<file path="src/rtl/risc_pkg.sv">
`default_nettype none
// ============================================================================
//  Module   : risc_pkg
//  Purpose  : Shared types, widths and instruction field positions for the
//             8-thread barrel-scheduled RISC core.
//  Revision : 1.0 - initial release
// ============================================================================
package risc_pkg;

    localparam int PC_WIDTH           = 8;
    localparam int INSTR_WIDTH        = 32;
    localparam int THREAD_INDEX_BITS  = 3;
    localparam int IMMEDIATE_WIDTH    = 16;
    localparam int DATA_WIDTH         = 64;
    localparam int REG_INDEX_BITS     = 5;
    localparam int DATA_MEM_ADDR_BITS = 8;

    // Instruction field bit positions; bits [31:27] carry no meaning.
    localparam int OPCODE_LSB = 0;
    localparam int OPCODE_MSB = 5;
    localparam int RD_LSB     = 6;
    localparam int RD_MSB     = 10;
    localparam int IMM_LSB    = 11;
    localparam int IMM_MSB    = 26;

    typedef enum logic [5:0] {
        OP_NOP = 6'd0,
        OP_INC = 6'd1,
        OP_LW  = 6'd2,
        OP_SW  = 6'd3
    } opcode_e;

    // One pipeline slot as it travels from EX to WB.
    typedef struct packed {
        logic                         valid;
        logic [THREAD_INDEX_BITS-1:0] tid;
        opcode_e                      opcode;
        logic [REG_INDEX_BITS-1:0]    rd;
        logic [IMMEDIATE_WIDTH-1:0]   imm;
        logic [DATA_WIDTH-1:0]        data;
    } stage_t;

    // Unknown opcodes collapse to NOP so downstream stages only see legal values.
    function automatic opcode_e decode_opcode(input logic [5:0] raw);
        case (raw)
            6'd1:    return OP_INC;
            6'd2:    return OP_LW;
            6'd3:    return OP_SW;
            default: return OP_NOP;
        endcase
    endfunction

endpackage
`default_nettype wire

</file>
<file path="src/rtl/risc_thread_pc_file.sv">
`default_nettype none
// ============================================================================
//  Module   : risc_thread_pc_file
//  Purpose  : Round-robin thread counter plus one program counter per thread.
//             Presents the current thread and its PC, and advances both.
//  Revision : 1.0 - initial release
// ============================================================================
module risc_thread_pc_file #(
    parameter int PC_WIDTH          = 8,
    parameter int THREAD_INDEX_BITS = 3
) (
    input  logic                         clk,
    input  logic                         reset,
    output logic [THREAD_INDEX_BITS-1:0] tid,
    output logic [PC_WIDTH-1:0]          pc
);

    localparam int NUM_THREADS = 1 << THREAD_INDEX_BITS;

    logic [THREAD_INDEX_BITS-1:0] tid_q;
    logic [PC_WIDTH-1:0]          pc_regs [NUM_THREADS];

    // Step to the next thread every cycle and bump the PC of the thread just fetched.
    always_ff @(posedge clk or negedge reset) begin
        if (!reset) begin
            tid_q <= '0;
            for (int i = 0; i < NUM_THREADS; i++) begin
                pc_regs[i] <= '0;
            end
        end else begin
            tid_q          <= tid_q + 1'b1;
            pc_regs[tid_q] <= pc_regs[tid_q] + 1'b1;
        end
    end

    assign tid = tid_q;
    assign pc  = pc_regs[tid_q];

endmodule
`default_nettype wire

</file>
<file path="src/rtl/risc_processor.sv">
`default_nettype none
// ============================================================================
//  Module   : risc_processor
//  Purpose  : 8-thread barrel-scheduled 5-stage (IF/ID/EX/MEM/WB) RISC core
//             with external 1-cycle-latency instruction, register and data
//             memories. Every external address carries the thread ID on top.
//  Revision : 1.0 - initial release
// ============================================================================
module risc_processor #(
    parameter int PC_WIDTH           = 8,
    parameter int INSTR_WIDTH        = 32,
    parameter int THREAD_INDEX_BITS  = 3,
    parameter int IMMEDIATE_WIDTH    = 16,
    parameter int DATA_WIDTH         = 64,
    parameter int REG_INDEX_BITS     = 5,
    parameter int DATA_MEM_ADDR_BITS = 8
) (
    input  logic                                        clk,
    input  logic                                        reset,
    output logic [THREAD_INDEX_BITS+PC_WIDTH-1:0]           instr_mem_pc,
    input  logic [INSTR_WIDTH-1:0]                          instr_mem_instruction,
    output logic [THREAD_INDEX_BITS+REG_INDEX_BITS-1:0]     reg_access_raddr,
    input  logic [DATA_WIDTH-1:0]                           reg_access_rdata,
    output logic [THREAD_INDEX_BITS+REG_INDEX_BITS-1:0]     reg_access_waddr,
    output logic [DATA_WIDTH-1:0]                           reg_access_wdata,
    output logic                                            reg_access_we,
    output logic [THREAD_INDEX_BITS+DATA_MEM_ADDR_BITS-1:0] data_mem_raddr,
    input  logic [DATA_WIDTH-1:0]                           data_mem_rdata,
    output logic [THREAD_INDEX_BITS+DATA_MEM_ADDR_BITS-1:0] data_mem_waddr,
    output logic [DATA_WIDTH-1:0]                           data_mem_wdata,
    output logic                                            data_mem_we
);

    import risc_pkg::*;

    // ---------------- IF: thread scheduler and per-thread PCs ----------------
    logic [THREAD_INDEX_BITS-1:0] fetch_tid;
    logic [PC_WIDTH-1:0]          fetch_pc;

    risc_thread_pc_file #(
        .PC_WIDTH          (PC_WIDTH),
        .THREAD_INDEX_BITS (THREAD_INDEX_BITS)
    ) u_pc_file (
        .clk   (clk),
        .reset (reset),
        .tid   (fetch_tid),
        .pc    (fetch_pc)
    );

    assign instr_mem_pc = {fetch_tid, fetch_pc};

    // ---------------- ID: instruction arrives, register read issued ----------
    logic                         id_valid;
    logic [THREAD_INDEX_BITS-1:0] id_tid;
    logic [5:0]                   id_op_raw;
    logic [REG_INDEX_BITS-1:0]    id_rd;
    logic [IMMEDIATE_WIDTH-1:0]   id_imm;

    // Track which thread's fetch is returning; every post-reset fetch is a real slot.
    always_ff @(posedge clk or negedge reset) begin
        if (!reset) begin
            id_valid <= 1'b0;
            id_tid   <= '0;
        end else begin
            id_valid <= 1'b1;
            id_tid   <= fetch_tid;
        end
    end

    assign id_op_raw        = instr_mem_instruction[OPCODE_MSB:OPCODE_LSB];
    assign id_rd            = instr_mem_instruction[RD_MSB:RD_LSB];
    assign id_imm           = instr_mem_instruction[IMM_MSB:IMM_LSB];
    assign reg_access_raddr = id_valid ? {id_tid, id_rd} : '0;

    // ---------------- EX / MEM / WB pipeline registers ------------------------
    stage_t ex_q;
    stage_t mem_q;
    stage_t wb_q;

    logic                                        ex_is_inc;
    logic                                        ex_is_lw;
    logic                                        ex_is_sw;
    logic [THREAD_INDEX_BITS+DATA_MEM_ADDR_BITS-1:0] ex_daddr;
    logic [DATA_WIDTH-1:0]                       ex_sum;
    logic                                        wb_writes;

    assign ex_is_inc = ex_q.valid && (ex_q.opcode == OP_INC);
    assign ex_is_lw  = ex_q.valid && (ex_q.opcode == OP_LW);
    assign ex_is_sw  = ex_q.valid && (ex_q.opcode == OP_SW);
    assign ex_daddr  = {ex_q.tid, ex_q.imm[DATA_MEM_ADDR_BITS-1:0]};
    assign ex_sum    = reg_access_rdata + {{(DATA_WIDTH-IMMEDIATE_WIDTH){1'b0}}, ex_q.imm};

    // Loads and stores talk to data memory straight out of EX; idle ports sit at 0.
    assign data_mem_raddr = ex_is_lw ? ex_daddr : '0;
    assign data_mem_waddr = ex_is_sw ? ex_daddr : '0;
    assign data_mem_wdata = ex_is_sw ? reg_access_rdata : '0;
    assign data_mem_we    = ex_is_sw;

    // Advance slots ID->EX->MEM->WB; INC result latched leaving EX, load data leaving MEM.
    always_ff @(posedge clk or negedge reset) begin
        if (!reset) begin
            ex_q  <= '0;
            mem_q <= '0;
            wb_q  <= '0;
        end else begin
            ex_q.valid  <= id_valid;
            ex_q.tid    <= id_tid;
            ex_q.opcode <= decode_opcode(id_op_raw);
            ex_q.rd     <= id_rd;
            ex_q.imm    <= id_imm;
            ex_q.data   <= '0;

            mem_q      <= ex_q;
            mem_q.data <= ex_is_inc ? ex_sum : '0;

            wb_q      <= mem_q;
            wb_q.data <= (mem_q.opcode == OP_LW) ? data_mem_rdata : mem_q.data;
        end
    end

    // Register write-back only for valid INC/LW slots; otherwise all zero.
    assign wb_writes        = wb_q.valid && ((wb_q.opcode == OP_INC) || (wb_q.opcode == OP_LW));
    assign reg_access_we    = wb_writes;
    assign reg_access_waddr = wb_writes ? {wb_q.tid, wb_q.rd} : '0;
    assign reg_access_wdata = wb_writes ? wb_q.data : '0;

    // Fields that are carried in the slot struct but not needed at every stage.
    logic unused_bits;
    assign unused_bits = ^{instr_mem_instruction[INSTR_WIDTH-1:IMM_MSB+1],
                           ex_q.data, mem_q.imm, wb_q.imm};

endmodule
`default_nettype wire

</file>
<file path="config.mk">
export PLATFORM = sky130hd
export DESIGN_NAME = risc_processor
export DESIGN_NICKNAME = d
export VERILOG_FILES = /design/src/rtl/risc_pkg.sv /design/src/rtl/risc_thread_pc_file.sv /design/src/rtl/risc_processor.sv
export SDC_FILE = /design/constraint.sdc
export NUM_CORES = 1
export LEC_CHECK = 0
export BUFFER_PORTS_ARGS = -buffer_cell sky130_fd_sc_hd__buf_2
export CORE_MARGIN = 2
export CORE_UTILIZATION = 53
export DETAILED_ROUTE_END_ITERATION = 10
export PLACE_DENSITY = 0.91
export SLEW_MARGIN = 20
export SYNTH_ARGS = -nofsm -noshare
export SYNTH_HDL_FRONTEND = slang
export SYNTH_SLANG_ARGS = --single-unit
</file>
<file path="constraint.sdc">
create_clock -name clk -period 3.3 [get_ports clk]
set_input_delay 0.33 -clock clk [delete_from_list [all_inputs] [get_ports clk]]
set_output_delay 0.33 -clock clk [all_outputs]
set_load 0.02 [all_outputs]
</file>
==> flow_results.xml, run 1 <==
<?xml version="1.0" encoding="UTF-8"?>
<metrics>
  <group name="pwr">
    <metric name="ir_worst_vdd" unit="V">0.0004142</metric>
    <metric name="power.density" unit="nW/µm²">430.8</metric>
    <metric name="p_leak" unit="nW">7.692</metric>
  </group>
  <group name="global_route">
    <metric name="grt_first_pass_wirelength" unit="mm">53.46</metric>
    <metric name="grt-ovfl-total" unit="">0</metric>
    <metric name="grt_use_total" unit="%">28.15</metric>
    <metric name="antenna_found_initial" unit="">0</metric>
    <metric name="first_global_vias" unit="">10130</metric>
    <metric name="grt_start_max_net_pins" unit="">80</metric>
  </group>
  <group name="floorplan">
    <metric name="height_of_the_die" unit="µm">153.7</metric>
    <metric name="floorplan.initialDensity" unit="%">54.28</metric>
    <metric name="io-pin-count" unit="">341</metric>
    <metric name="core_area" unit="µm²">21890</metric>
    <metric name="die_area" unit="µm²">23630</metric>
    <metric name="die_width" unit="µm">153.7</metric>
    <metric name="core.rowCount" unit="">54</metric>
  </group>
  <group name="yosys">
    <metric name="synth_compound_gate_area_share" unit="%">10.64</metric>
    <metric name="yosysWarnings" unit="">0</metric>
    <metric name="synth_top_family_by_area" unit="">simple AND/OR/NAND/NOR gates</metric>
    <metric name="count_of_flip_flops_with_a_built_in_enable_after_synthesis" unit="">0</metric>
    <metric name="synth-async-reset-ratio" unit="%">100.0</metric>
    <metric name="synthDominantAreaCellType" unit="">sky130_fd_sc_hd__dfrtp_1</metric>
    <metric name="synthCells" unit="">1122</metric>
    <metric name="synthDominantCellAreaShare" unit="%">52.23</metric>
    <metric name="yosys_register_bits" unit="">248</metric>
    <metric name="synth_fa_ha_area_share" unit="%">2.064</metric>
    <metric name="syn_area_per_cell" unit="µm²">10.59</metric>
    <metric name="synth_mux_area_share" unit="%">9.699</metric>
    <metric name="synth.cell_area" unit="µm²">11880</metric>
    <metric name="post_synth_main_area_contributors" unit="">sky130_fd_sc_hd__dfrtp_1 (52%), sky130_fd_sc_hd__mux2_2 (7.1%), sky130_fd_sc_hd__and2_1 (5.2%)</metric>
    <metric name="synth_fp_nets" unit="">1303</metric>
    <metric name="synth_xor_area_share" unit="%">1.990</metric>
    <metric name="netlist-cell-type-count" unit="">71</metric>
    <metric name="dominantRegCellSynth" unit="">sky130_fd_sc_hd__dfrtp_1</metric>
    <metric name="sequential_to_total_area_share_from_yosys_stat" unit="%">52.23</metric>
    <metric name="synthSimpleGateAreaFrac" unit="%">20.80</metric>
  </group>
  <group name="cells_and_area">
    <metric name="most-common-layout-cells" unit="">sky130_fd_sc_hd__buf_2 (334), sky130_fd_sc_hd__dfrtp_1 (247), sky130_fd_sc_hd__nand2_1 (103)</metric>
    <metric name="num-nets-final" unit="">1649</metric>
    <metric name="area_growth_syn_to_layout" unit="%">25.72</metric>
    <metric name="post_route_cells_drive_above_1_share" unit="%">33.67</metric>
    <metric name="antenna_cells_inserted" unit="">0</metric>
    <metric name="layout_commonest_cell" unit="">sky130_fd_sc_hd__buf_2</metric>
  </group>
  <group name="critical_path">
    <metric name="timing.critical_path.to_type" unit="">flop</metric>
    <metric name="timing.reg2reg.setup_slack" unit="ns">0.19</metric>
    <metric name="arrival_worst_endpoint" unit="ns">3.56</metric>
    <metric name="critPathRequiredTime" unit="ns">3.75</metric>
    <metric name="setup.worst_path.class" unit="">reg2reg</metric>
    <metric name="timing.reg2reg.worst_path_depth" unit="">10</metric>
    <metric name="worst_setup_path_start_kind" unit="">flop</metric>
    <metric name="critPathMaxFanout" unit="">8</metric>
  </group>
  <group name="job">
    <metric name="cap_violations" unit="">0</metric>
  </group>
  <group name="cts">
    <metric name="clock_insertion_delay_worst_skew" unit="ns">0.52</metric>
    <metric name="cts_htree_levels" unit="">1</metric>
    <metric name="clock_tree_from_tritoncts" unit="">yes</metric>
    <metric name="cts_sinks" unit="">248</metric>
    <metric name="clk_pin_slew" unit="ns">0.06</metric>
    <metric name="cts_max_path_buffers" unit="">3</metric>
    <metric name="number_of_buffers_created_by_cts" unit="">26</metric>
    <metric name="cts_root_buf" unit="">sky130_fd_sc_hd__clkbuf_16</metric>
    <metric name="post_cts.repair.setup_buffers" unit="">0</metric>
  </group>
  <group name="timing">
    <metric name="period_needed" unit="ns">3.113</metric>
    <metric name="worst-slew-pin-transition" unit="ns">1.016</metric>
    <metric name="final-max-slew-violation-count" unit="">0</metric>
    <metric name="report.final.hold_viol_count" unit="">0</metric>
    <metric name="fin_skew" unit="ns">0.01239</metric>
    <metric name="setup_viol" unit="">0</metric>
    <metric name="rsz0062_at_grt" unit="">false</metric>
    <metric name="final_min_period_over_clock_period" unit="%">94.34</metric>
    <metric name="maxClockFrequency" unit="MHz">321.2</metric>
    <metric name="setup_total_negative_slack" unit="ns">0</metric>
    <metric name="slew_headroom" unit="%">32.24</metric>
    <metric name="setup_slack" unit="ns">0.1869</metric>
  </group>
  <group name="detailed_routing">
    <metric name="drt-total-wl" unit="mm">33.90</metric>
    <metric name="via_per_inst" unit="">5.839</metric>
    <metric name="num_vias" unit="">10310</metric>
    <metric name="final_antenna_net_count" unit="">0</metric>
    <metric name="wl_per_cell" unit="µm">19.21</metric>
    <metric name="drc" unit="">0</metric>
    <metric name="detail_route.iter0.violations" unit="">780</metric>
    <metric name="drt_first_pass_iters" unit="">7</metric>
  </group>
  <group name="placed_design">
    <metric name="hpwl_after_detailed_placement" unit="mm">23.94</metric>
    <metric name="pre_cts_ws" unit="ns">0.08475</metric>
    <metric name="globalplace.congestion" unit="">0.9097</metric>
    <metric name="port-buffer-count" unit="">335</metric>
  </group>
  <group name="min_path">
    <metric name="hold_path_depth" unit="">2</metric>
    <metric name="min_path_type" unit="">in2reg</metric>
  </group>
  <group name="outcome">
    <metric name="run_status" unit="">complete, no violations</metric>
  </group>
</metrics>
==> area by class of cell <==
type,instances,area [µm²]
Timing Repair Buffer,377,2095
Clock inverter,9,70.07
Multi-Input combinational cell,796,5404
Tap cell,280,350.3
Sequential cell,248,6207
Inverter,19,71.32
Fill cell,1572,6954
Clock buffer,36,739.5
==> Yosys cell counts (22+ instances only) <==
master / number
sky130_fd_sc_hd__a21oi_1: 48
sky130_fd_sc_hd__nand2_1: 103
sky130_fd_sc_hd__clkbuf_1: 51
sky130_fd_sc_hd__nor2_1: 50
sky130_fd_sc_hd__nand3_1: 22
sky130_fd_sc_hd__o21ai_0: 73
sky130_fd_sc_hd__mux2_2: 75
sky130_fd_sc_hd__and2_1: 99
sky130_fd_sc_hd__and3_1: 81
sky130_fd_sc_hd__dfrtp_1: 248
==> cell families after synthesis <==
kind of cell | Yosys count
simple gates | 452
flops | 248
compound gates | 204
mux | 93
buf+inv | 78
xor+xnor | 27
fa+ha+maj | 19
other cells | 1
==> per-layer routing <==
layer,vias up,wire [µm],share of wire [%],global-route usage [%]
met5,-,0,0,0
met4,0,1095,3.2,8.781
met3,90,2421,7.1,4.087
met2,544,17600,52,50.90
met1,5007,12790,38,34.91
li1,4665,-,-,-
==> final timing paths <==
path                                          start                                end
max                           ex_daddr[0]$_DFF_PN0_                mem_q[56]$_DFF_PN0_
min                        instr_mem_instruction[0]                 ex_q[85]$_DFF_PN0_
max reg2reg                   ex_daddr[0]$_DFF_PN0_                mem_q[56]$_DFF_PN0_
min reg2reg                     mem_q[82]$_DFF_PN0_                 wb_q[82]$_DFF_PN0_
max in group asynchronous                     reset                mem_q[41]$_DFF_PN0_
min in group asynchronous                     reset  u_pc_file.pc_regs[33]$_DFFE_PN0P_
==> power by group <==
group | total (mW) | internal (mW) | switching (mW)
clock | 2.80 | 1.63 | 1.17
sequential | 3.11 | 3.08 | 0.0292
combinational | 0.526 | 0.207 | 0.320
==> per-stage QoR <==
stage / area, µm² / total power [mW] / hold WS (ns) / instances / utilization, %
after floorplan: 11880 / 3.381 / 0.03441 / 1122 / -
after global placement: 13900 / 3.644 / 0.3315 / 1698 / 63.51
after detailed placement: 13900 / 3.661 / 0.3347 / 1698 / 63.51
after CTS: 14930 / 6.469 / 0.009666 / 1765 / 68.22
after global routing: 14940 / 6.674 / 0.02273 / 1765 / 68.23
final: 14940 / 6.436 / 0.02898 / 1765 / 68.23
==> state kept, by name, indices dropped and copies added (netlist names) <==
name               cells
ex_daddr              11
id_valid               1
id_tid                 3
u_pc_file.pc_regs     64
mem_q                 75
wb_q                  75
ex_q                  16
u_pc_file.tid          3
==> what timing repair did <==
action	CTS	global route
gates resized for setup	0	2
endpoints found under the setup margin	0	3
hold buffers	22	0
hold endpoints to repair	97	0
==> worst max-delay path: stages, from the launching register on <==
cell and delay, ns:
sky130_fd_sc_hd__dfrtp_1 0.36, sky130_fd_sc_hd__ha_1 0.19, sky130_fd_sc_hd__inv_1 0.06, sky130_fd_sc_hd__fa_1 0.40, sky130_fd_sc_hd__nor2b_2 0.17, sky130_fd_sc_hd__o31a_1 0.21
sky130_fd_sc_hd__o31ai_2 0.16, sky130_fd_sc_hd__a21o_1 0.31, sky130_fd_sc_hd__a311o_2 0.51, sky130_fd_sc_hd__or4_1 0.49, sky130_fd_sc_hd__a21oi_1 0.16
Power figures use the tool's default switching activity.
==> inputs of run 2 (changes only) <==
--- a/config.mk
+++ b/config.mk
@@ -12,2 +12,3 @@
 export PLACE_DENSITY = 0.91
+export SETUP_SLACK_MARGIN = 0.4
 export SLEW_MARGIN = 20
--- a/constraint.sdc
+++ b/constraint.sdc
@@ -3,2 +3,2 @@
 set_output_delay 0.33 -clock clk [all_outputs]
-set_load 0.02 [all_outputs]
+set_load 0.1 [all_outputs]
==> run 2 against run 1 <==
Compared with the run above: first-iteration DRC count grew 7.4%; sequential power is essentially flat; design area grew 1.8%; core utilization grew 1.3 points; largest cell class unchanged.
==> flow_results.xml, run 2 (synthesis results as in run 1) <==
<?xml version="1.0" encoding="UTF-8"?>
<metrics>
  <group name="pwr">
    <metric name="clockPowerShare" unit="%">44.4</metric>
    <metric name="power.switching_fraction" unit="%">24.54</metric>
    <metric name="seq_power_share" unit="%">46.7</metric>
    <metric name="power.density" unit="nW/µm²">437.6</metric>
    <metric name="cell_internal_pwr" unit="mW">5.023</metric>
    <metric name="total_power" unit="mW">6.657</metric>
    <metric name="power_switching" unit="mW">1.633</metric>
    <metric name="ir_worst_vdd" unit="V">0.0005018</metric>
    <metric name="power.combinational.fraction" unit="%">8.9</metric>
    <metric name="p_leak" unit="nW">7.780</metric>
  </group>
  <group name="floorplan">
    <metric name="core_area" unit="µm²">21890</metric>
    <metric name="height_of_the_die" unit="µm">153.7</metric>
    <metric name="die_width" unit="µm">153.7</metric>
    <metric name="io-pin-count" unit="">341</metric>
    <metric name="die_area" unit="µm²">23630</metric>
    <metric name="floorplan.initialDensity" unit="%">54.28</metric>
    <metric name="core.rowCount" unit="">54</metric>
  </group>
  <group name="cts">
    <metric name="number_of_buffers_created_by_cts" unit="">26</metric>
    <metric name="clock_insertion_delay_worst_skew" unit="ns">0.54</metric>
    <metric name="cts_sinks" unit="">248</metric>
    <metric name="clk_pin_slew" unit="ns">0.06</metric>
    <metric name="clock_tree_from_tritoncts" unit="">yes</metric>
    <metric name="cts_max_path_buffers" unit="">3</metric>
    <metric name="cts_root_buf" unit="">sky130_fd_sc_hd__clkbuf_16</metric>
    <metric name="cts_htree_levels" unit="">1</metric>
  </group>
  <group name="timing">
    <metric name="rsz0062_at_grt" unit="">true</metric>
    <metric name="setup_viol" unit="">0</metric>
    <metric name="final-max-slew-violation-count" unit="">0</metric>
    <metric name="fin_skew" unit="ns">0.01835</metric>
    <metric name="fin_worst_hold_slack" unit="ns">0.02257</metric>
    <metric name="slew_headroom" unit="%">36.24</metric>
    <metric name="maxClockFrequency" unit="MHz">347.7</metric>
    <metric name="period_needed" unit="ns">2.876</metric>
    <metric name="report.final.hold_viol_count" unit="">0</metric>
    <metric name="final_min_period_over_clock_period" unit="%">87.16</metric>
    <metric name="worst-slew-pin-transition" unit="ns">0.9564</metric>
  </group>
  <group name="critical_path">
    <metric name="timing.critical_path.to_type" unit="">flop</metric>
    <metric name="timing.critical_path.slowest_stage_cell" unit="">sky130_fd_sc_hd__a311o_2</metric>
    <metric name="setup.worst_path.class" unit="">reg2reg</metric>
    <metric name="slowest_delay" unit="ns">0.49</metric>
    <metric name="critical_path.startpoint" unit="">ex_daddr[0]$_DFF_PN0_</metric>
    <metric name="critPathMaxFanout" unit="">7</metric>
    <metric name="crit_path_cells" unit="">ha_2 -&gt; inv_1 -&gt; fa_2 -&gt; nor2b_2 -&gt; o31a_1 -&gt; o31ai_4 -&gt; a21o_1 -&gt; a311o_2 -&gt; buf_4 -&gt; or3_1 -&gt; a21oi_1</metric>
    <metric name="timing.reg2reg.worst_path_depth" unit="">11</metric>
    <metric name="critical_path.reg2reg.endpoint" unit="">mem_q[40]$_DFF_PN0_</metric>
    <metric name="worst_setup_path_start_kind" unit="">flop</metric>
    <metric name="r2r_start" unit="">ex_daddr[0]$_DFF_PN0_</metric>
    <metric name="arrival_worst_endpoint" unit="ns">3.33</metric>
    <metric name="critPathRequiredTime" unit="ns">3.75</metric>
    <metric name="timing.reg2reg.setup_slack" unit="ns">0.42</metric>
  </group>
  <group name="global_route">
    <metric name="grt-ovfl-total" unit="">0</metric>
    <metric name="first_global_vias" unit="">10310</metric>
    <metric name="grt_use_total" unit="%">28.81</metric>
    <metric name="antenna_found_initial" unit="">0</metric>
    <metric name="grt_start_max_net_pins" unit="">99</metric>
    <metric name="grt_first_pass_wirelength" unit="mm">54.25</metric>
  </group>
  <group name="cells_and_area">
    <metric name="area_growth_syn_to_layout" unit="%">28.03</metric>
    <metric name="post_route_cells_drive_above_1_share" unit="%">35.60</metric>
    <metric name="post_layout_nonfiller_instances" unit="">1780</metric>
    <metric name="antenna_cells_inserted" unit="">0</metric>
    <metric name="layout_commonest_cell" unit="">sky130_fd_sc_hd__buf_2</metric>
    <metric name="postLayoutCoreUtil" unit="%">69.49</metric>
    <metric name="fill_count" unit="">1545</metric>
    <metric name="num-nets-final" unit="">1663</metric>
    <metric name="most-common-layout-cells" unit="">sky130_fd_sc_hd__buf_2 (334), sky130_fd_sc_hd__dfrtp_1 (244), sky130_fd_sc_hd__nand2_1 (103)</metric>
    <metric name="seqCellArea" unit="µm²">6218</metric>
    <metric name="largestRegisters" unit="">mem_q x75, wb_q x75, u_pc_file.pc_regs x64</metric>
    <metric name="multi_input_area" unit="µm²">5487</metric>
  </group>
  <group name="detailed_routing">
    <metric name="drt-total-wl" unit="mm">34.55</metric>
    <metric name="wl_per_cell" unit="µm">19.41</metric>
    <metric name="drc" unit="">0</metric>
    <metric name="via_per_inst" unit="">5.760</metric>
    <metric name="final_antenna_net_count" unit="">0</metric>
    <metric name="drt_first_pass_iters" unit="">7</metric>
    <metric name="detail_route.iter0.violations" unit="">838</metric>
    <metric name="num_vias" unit="">10250</metric>
  </group>
  <group name="outcome">
    <metric name="run_status" unit="">complete, no violations</metric>
  </group>
  <group name="placed_design">
    <metric name="globalplace.congestion" unit="">0.9482</metric>
    <metric name="dp.cells" unit="">1699</metric>
    <metric name="hpwl_after_detailed_placement" unit="mm">23.96</metric>
    <metric name="port-buffer-count" unit="">335</metric>
  </group>
  <group name="min_path">
    <metric name="min_path_type" unit="">in2reg</metric>
    <metric name="hold_path_depth" unit="">2</metric>
    <metric name="hold_path_end" unit="">wb_q[58]$_DFF_PN0_</metric>
    <metric name="worstHoldStart" unit="">data_mem_rdata[58]</metric>
  </group>
  <group name="job">
    <metric name="cap_violations" unit="">0</metric>
  </group>
</metrics>
## run 2: power by group through the flow
stage | combinational, mW | sequential, mW | clock (mW)
6_report | 0.594 | 3.11 | 2.96
5_1_grt | 0.648 | 3.11 | 3.14
4_1_cts | 0.574 | 3.11 | 3.01
3_5_place_dp | 0.541 | 3.16 | 0
3_3_place_gp | 0.527 | 3.16 | 0
2_1_floorplan | 0.275 | 3.15 | 0
## run 2: final cells by class
| type | count | share of cell area [%] |
|---|---|---|
| multi-input cells | 796 | 36.07 |
| flip-flops and latches | 248 | 40.88 |
| clock buffers | 29 | 4.483 |
| repair buffers | 391 | 14.61 |
| inverters | 19 | 0.4688 |
| clock inverters | 17 | 1.193 |
| well taps | 280 | 2.303 |
## run 2: how the worst max path moves through the flow
stage,cells past startpoint,endpoint,slack (ns)
final,11,mem_q[40]$_DFF_PN0_,0.42
after global routing,11,mem_q[40]$_DFF_PN0_,0.31
after CTS,4,data_mem_wdata[53],0.44
after detailed placement,11,mem_q[56]$_DFF_PN0_,0.14
after global placement,11,mem_q[52]$_DFF_PN0_,0.23
after floorplan,7,u_pc_file.pc_regs[15]$_DFFE_PN0P_,-0.25
## run 2: metal layers
metal  track usage (%)  share of wire (%)  wire length [µm]  vias to the layer above
met5                 0                  0                 0                        -
met4             8.781                3.1              1085                        0
met3             4.115                6.7              2330                       85
met2             53.35                 52             18080                      511
met1             34.78                 38             13050                     4959
li1                  -                  -                 -                     4698
## run 2: through the flow
stage / setup slack, ns / setup TNS (ns) / instance area (µm²)
after floorplan: -0.2499 / -1.999 / 11930
after global placement: 0.2310 / 0 / 13930
after detailed placement: 0.1376 / 0 / 13930
after CTS: 0.4424 / 0 / 15090
after global routing: 0.3131 / 0 / 15210
final: 0.4239 / 0 / 15210
## run 2: critical path, delay by kind of cell (launching register included)
| family | cells | cell delay, ns |
|---|---|---|
| compound gates | 5 | 1.25 |
| fa+ha+maj | 2 | 0.53 |
| buf+inv | 2 | 0.22 |
| flops | 1 | 0.36 |
| simple gates | 2 | 0.44 |
## run 2: what timing repair did
action,4_1_cts,5_1_grt
hold endpoints to repair,116,0
buffers inserted,4,8
hold buffers,23,0
gates resized for setup,6,12
pin swaps,3,8
setup endpoints to repair,20,49
